===== src/rtl/nem_ohmux_ctrl_pkg.sv =====
// nem_ohmux_ctrl_pkg: shared state encoding and counter sizing for the NEM relay mux select controller.
package nem_ohmux_ctrl_pkg;

    typedef enum logic [2:0] {
        IDLE,
        MAKE,
        ACTIVE,
        PARKED,
        BREAK
    } state_e;

    function automatic int cnt_width(input int make_cyc, input int break_cyc);
        return $clog2((make_cyc > break_cyc ? make_cyc : break_cyc) + 1);
    endfunction

endpackage


===== src/rtl/nem_rr_arb2.sv =====
// nem_rr_arb2: combinational two-way round-robin picker; on a tie the requester not served last wins.
module nem_rr_arb2 (
    input  logic [1:0] req_i,
    input  logic       last_i,
    output logic       valid_o,
    output logic       pick_o
);

    assign valid_o = |req_i;
    assign pick_o  = (&req_i) ? ~last_i : req_i[1];

endmodule


===== src/rtl/nem_ohmux_sel_ctrl.sv =====
// nem_ohmux_sel_ctrl: one-hot select sequencer and REQ/GNT arbiter for the NEM-relay inverting mux,
// enforcing break-before-make settle times on the mechanical relays.
module nem_ohmux_sel_ctrl
    import nem_ohmux_ctrl_pkg::*;
#(
    parameter int MAKE_CYC  = 6,
    parameter int BREAK_CYC = 4,
    parameter bit PARK      = 1'b1
) (
    input  logic       CP,
    input  logic       RST,
    input  logic [1:0] REQ,
    output logic [1:0] GNT,
    output logic       S0,
    output logic       S1,
    output logic       BUSY
);

    localparam int CW = cnt_width(MAKE_CYC, BREAK_CYC);
    localparam logic [CW-1:0] MAKE_LD  = CW'(MAKE_CYC - 1);
    localparam logic [CW-1:0] BREAK_LD = CW'(BREAK_CYC - 1);

    state_e        state_q, state_d, rel_state;
    logic          owner_q, owner_d, last_q, last_d;
    logic [CW-1:0] cnt_q, cnt_d;
    logic          arb_valid, arb_pick, own_req, oth_req, cnt_done, closed_d;

    nem_rr_arb2 u_arb (
        .req_i  (REQ),
        .last_i (last_q),
        .valid_o(arb_valid),
        .pick_o (arb_pick)
    );

    assign own_req   = REQ[owner_q];
    assign oth_req   = REQ[~owner_q];
    assign cnt_done  = cnt_q == '0;
    // A waiting rival always forces a break; parking only happens when nobody else wants the mux.
    assign rel_state = (oth_req || !PARK) ? BREAK : PARKED;

    always_comb begin
        state_d = state_q;
        owner_d = owner_q;
        last_d  = last_q;
        cnt_d   = cnt_q;
        case (state_q)
            IDLE: begin
                if (arb_valid) begin
                    state_d = MAKE;
                    owner_d = arb_pick;
                    cnt_d   = MAKE_LD;
                end
            end
            MAKE: begin
                if (!cnt_done) begin
                    cnt_d = cnt_q - 1'b1;
                end else if (own_req) begin
                    state_d = ACTIVE;
                    last_d  = owner_q;
                end else begin
                    state_d = rel_state;
                    cnt_d   = BREAK_LD;
                end
            end
            ACTIVE: begin
                if (!own_req) begin
                    state_d = rel_state;
                    cnt_d   = BREAK_LD;
                end
            end
            PARKED: begin
                if (oth_req) begin
                    state_d = BREAK;
                    cnt_d   = BREAK_LD;
                end else if (own_req) begin
                    state_d = ACTIVE;
                    last_d  = owner_q;
                end
            end
            BREAK: begin
                if (!cnt_done) begin
                    cnt_d = cnt_q - 1'b1;
                end else if (arb_valid) begin
                    state_d = MAKE;
                    owner_d = arb_pick;
                    cnt_d   = MAKE_LD;
                end else begin
                    state_d = IDLE;
                end
            end
            default: state_d = IDLE;
        endcase
    end

    assign closed_d = state_d inside {MAKE, ACTIVE, PARKED};

    // Outputs are decoded from next state so they change on the same edge as the state.
    always_ff @(posedge CP) begin
        if (RST) begin
            state_q <= IDLE;
            owner_q <= 1'b0;
            last_q  <= 1'b1;
            cnt_q   <= '0;
            S0      <= 1'b0;
            S1      <= 1'b0;
            GNT     <= 2'b00;
            BUSY    <= 1'b0;
        end else begin
            state_q <= state_d;
            owner_q <= owner_d;
            last_q  <= last_d;
            cnt_q   <= cnt_d;
            S0      <= closed_d && !owner_d;
            S1      <= closed_d && owner_d;
            GNT     <= {state_d == ACTIVE && owner_d, state_d == ACTIVE && !owner_d};
            BUSY    <= state_d inside {MAKE, BREAK};
        end
    end

endmodule

===== config.mk =====
export PLATFORM = sky130hd
export DESIGN_NAME = nem_ohmux_sel_ctrl
export DESIGN_NICKNAME = d
export VERILOG_FILES = /design/src/rtl/nem_ohmux_ctrl_pkg.sv /design/src/rtl/nem_rr_arb2.sv /design/src/rtl/nem_ohmux_sel_ctrl.sv
export SDC_FILE = /design/constraint.sdc
export NUM_CORES = 1
export LEC_CHECK = 0
export CAP_MARGIN = 10
export CORE_MARGIN = 4
export CORE_UTILIZATION = 56
export CTS_CLUSTER_SIZE = 30
export DETAILED_ROUTE_END_ITERATION = 16
export PLACE_DENSITY_LB_ADDON = 0.2
export RECOVER_POWER = 100
export SYNTH_ARGS = -nofsm -noshare
export SYNTH_HDL_FRONTEND = slang
export SYNTH_SLANG_ARGS = --single-unit

===== constraint.sdc =====
create_clock -name CP -period 2 [get_ports CP]
set_input_delay 0.4 -clock CP [delete_from_list [all_inputs] [get_ports CP]]
set_output_delay 0.4 -clock CP [all_outputs]
set_load 0.005 [all_outputs]

==> results by group <==
Outcome
  • Status: completed

Pwr
  • Flop pwr share: 0.355
  • Peak supply drop: 0.4720 mV
  • Sw power: roughly 0.00038 W
  • Net Sw Frac: 0.3938
  • Power share of the clock group: 0.182
  • Proportion of power drawn by combinational gates: 0.464
  • Cell Int Power: 0.0005817 W
  • Static leakage power: 0.4703 nW
  • Power Density: between 800 and 900 mW/mm²

Detailed routing
  • Wire per inst: ~14 µm
  • DRC errors left: 0
  • 1st-iter DRT viols: 55
  • First-pass DRT Iterations: 4
  • Via Count: 1001
  • Via/cell ratio: approximately 6
  • Routed wire length: 2339 µm
  • Final ANT Viol Nets: 0

Hold path
  • Min-Delay Path Class: reg -> reg

Logic synthesis
  • Share of the synthesized area in the top cell type: 0.2509
  • Number of flops mapped to enable cells by yosys: 0
  • Largest family of logic cells by synthesized area: compound AO/OA/AOI/OAI gates
  • Compound-gate portion of the synthesized area: 0.3100
  • Synth Register Bits: 13
  • Seq/Total Area, Yosys: 0.2509
  • Cell variety after synth: 46
  • Synth area leader: dfxtp_1
  • Top_reg_cell synth: dfxtp_1
  • Post-Syn Instances: 126
  • Synth Area in Adders: 0.02413
  • Post-Syn Area: 0.001037 mm²
  • Most used standard cell by instance count after synthesis: dfxtp_1
  • Top post-synthesis cells by area: dfxtp_1, buf_6, a21oi_1
  • Mean post-synth cell area: 8.232 µm²
  • Mux cell area share after synthesis: 0.01930
  • Synth warnings: 0
  • Post-Synth XOR/XNOR Area: 0
  • Synth top cells by count: dfxtp_1, a21oi_1, nor2_1
  • Fraction of registers with async set/reset: 0
  • Post-Synth Simple-Gate Area: 0.2799
  • Synthesized Nets: 132

Timing
  • Fin. Hold Viols: 0
  • RSZ-0062 raised after global routing: false
  • Peak Freq: 550.4 MHz
  • Final worst-path cycle share: 0.9084
  • Rel. slew slack: 0.6949
  • Fin Clk Skew: 0.01716 ns
  • Setup TNS: 0 ns
  • Final Max Slew Viols: 0
  • Worst-Margin Slew: around 0.46 ns
  • Final min period: 1.817 ns
  • Final setup viols: 0

Clock tree
  • H-tree Lvls: 1
  • Clock latency on the worst-skew pair: 0.29 ns
  • PostCTS Resize Cnt: 0
  • CTS Buffer Depth: 2
  • Post-CTS Setup Repair Bufs: 0
  • Root Driver: clkbuf_4
  • Clock Sinks: 13
  • Clock transition at path regs: 0.08 ns
  • CTS Buf Count: 3
  • Post-CTS Hold Buffers: 0
  • CTS tree: built

Setup path
  • Worst EP arrival: just over 2 ns
  • Max stage delay on crit path: 0.61 ns
  • Crit path cell chain: dlygate4sd3_1, or3b_1, o311ai_4, nor3_2, a211o_1, a21oi_1
  • Worst-path fanout max: 6
  • Slowest CP cell: dlygate4sd3_1
  • Setup Crit Path Kind: in -> reg
  • CP Capture Type: register
  • CP required: around 2.2 ns
  • Critical Path Source Type: input port

Placed design
  • DPL Wire Length: 1794 µm
  • I/O Buffers: 8
  • Placed cell area: approximately 0.0011 mm²
  • RD Place Congestion: 0.9670

Die
  • Die width: 51.04 µm
  • Row count: 15
  • Initial core utilization: 0.5943
  • Ports: 9
  • Core area: 0.001745 mm²
  • Die area: 0.002605 mm²
  • Die height: 51.04 µm

Final layout
  • N_diodes: 0
  • Final net count: 147
  • Synth-to-Final Area Change: 12.42%
  • Final Cell Area: about 0.0012 mm²
  • Layout cells sized above 1: 0.1714

Job
  • Max-cap violations: 0

Global routing
  • Global Route Usage Sum: 0.2021
  • First-pass GRT wire length: 4057 µm
  • Global route overflow: 0
  • Largest net degree at the start of global routing: 13
  • Vias in the first global route: approximately 900
  • Initial antenna violation count: 0
==> metal layers <==
layer | GRT usage | share of wire
met5 | 0 | 0
met4 | 0.05381 | 0.0013
met3 | 0.04956 | 0.085
met2 | 0.3305 | 0.48
met1 | 0.2630 | 0.44
==> state kept, by name, summed over array words and instances, names as in the netlist <==
signal   flops
S0           1
owner_q      1
state_q      3
S1           1
last_q       1
cnt_q        3
GNT          2
BUSY         1
==> logic make-up (layout without fill, tap and decap cells) <==
group | after synthesis | after routing
flops | 13 | 13
buf+inv | 17 | 31
simple gates | 49 | 49
mux | 2 | 2
fa+ha+maj | 2 | 2
compound gates | 43 | 43
==> stage by stage <==
stage	total power, W	instances	hold WS, ns	worst slack (ns)	utilization
floorplan	0.0006971	126	0.5083	0.3953	-
global placement	0.0007890	161	0.5404	-0.009433	0.6559
detailed placement	0.0007970	161	0.5512	-0.03417	0.6559
CTS	0.0009727	165	0.5628	0.1563	0.6717
global route	0.001026	165	0.6222	0.06290	0.6681
finish	0.0009595	165	0.5597	0.1832	0.6681
==> path summary, 6_finish.rpt <==
kind                          from               endpoint  slack, ns  depth (start not counted)
max                         REQ[0]        BUSY$_SDFF_PP0_       0.18                          6
min          cnt_q[1]$_SDFFE_PP0P_  cnt_q[1]$_SDFFE_PP0P_       0.56                          2
min reg2reg  cnt_q[1]$_SDFFE_PP0P_  cnt_q[1]$_SDFFE_PP0P_       0.56                          2
max reg2reg  cnt_q[0]$_SDFFE_PP0P_        BUSY$_SDFF_PP0_       0.22                          7
==> final cells by class <==
class / instances / area [µm²]
inverters: 7 / 26.28
multi-input cells: 96 / 650.6
well taps: 25 / 31.28
clock inverters: 1 / 5.005
clock buffers: 3 / 22.52
fillers: 157 / 579.3
repair buffers: 20 / 170.2
flip-flops and latches: 13 / 260.3
==> cell usage in the layout, fill, tap and decap left out, drive strengths merged, types with 2 or more instances in the layout <==
cell and n:
nor2b 8, buf 12, o211ai 3, a21oi 12, nor2 11, inv 7, nand3 2, o31a 2
o311ai 2, dlygate4sd3 6, o22ai 3, nor3 3, o21ai 5, clkbuf 3, a211oi 4, ha 2
nand2 10, or3b 2, dfxtp 13, nand2b 5, clkdlybuf4s50 2, nor4 2, or2 2, mux2i 2
a211o 2
==> power groups by stage <==
stage          Sequential [W]  Combinational, W  Clock [W]
6_report             0.000340          0.000445   0.000174
5_1_grt              0.000348          0.000488   0.000191
4_1_cts              0.000339          0.000455   0.000179
3_5_place_dp         0.000344          0.000453          0
3_3_place_gp         0.000343          0.000446          0
2_1_floorplan        0.000329          0.000368          0
==> worst max-delay path, delay by kind of cell <==
| kind | cells | cell delay [ns] |
|---|---|---|
| buf+inv | 1 | 0.61 |
| compound gates | 3 | 0.48 |
| simple gates | 2 | 0.53 |
Power figures use the tool's default switching activity.
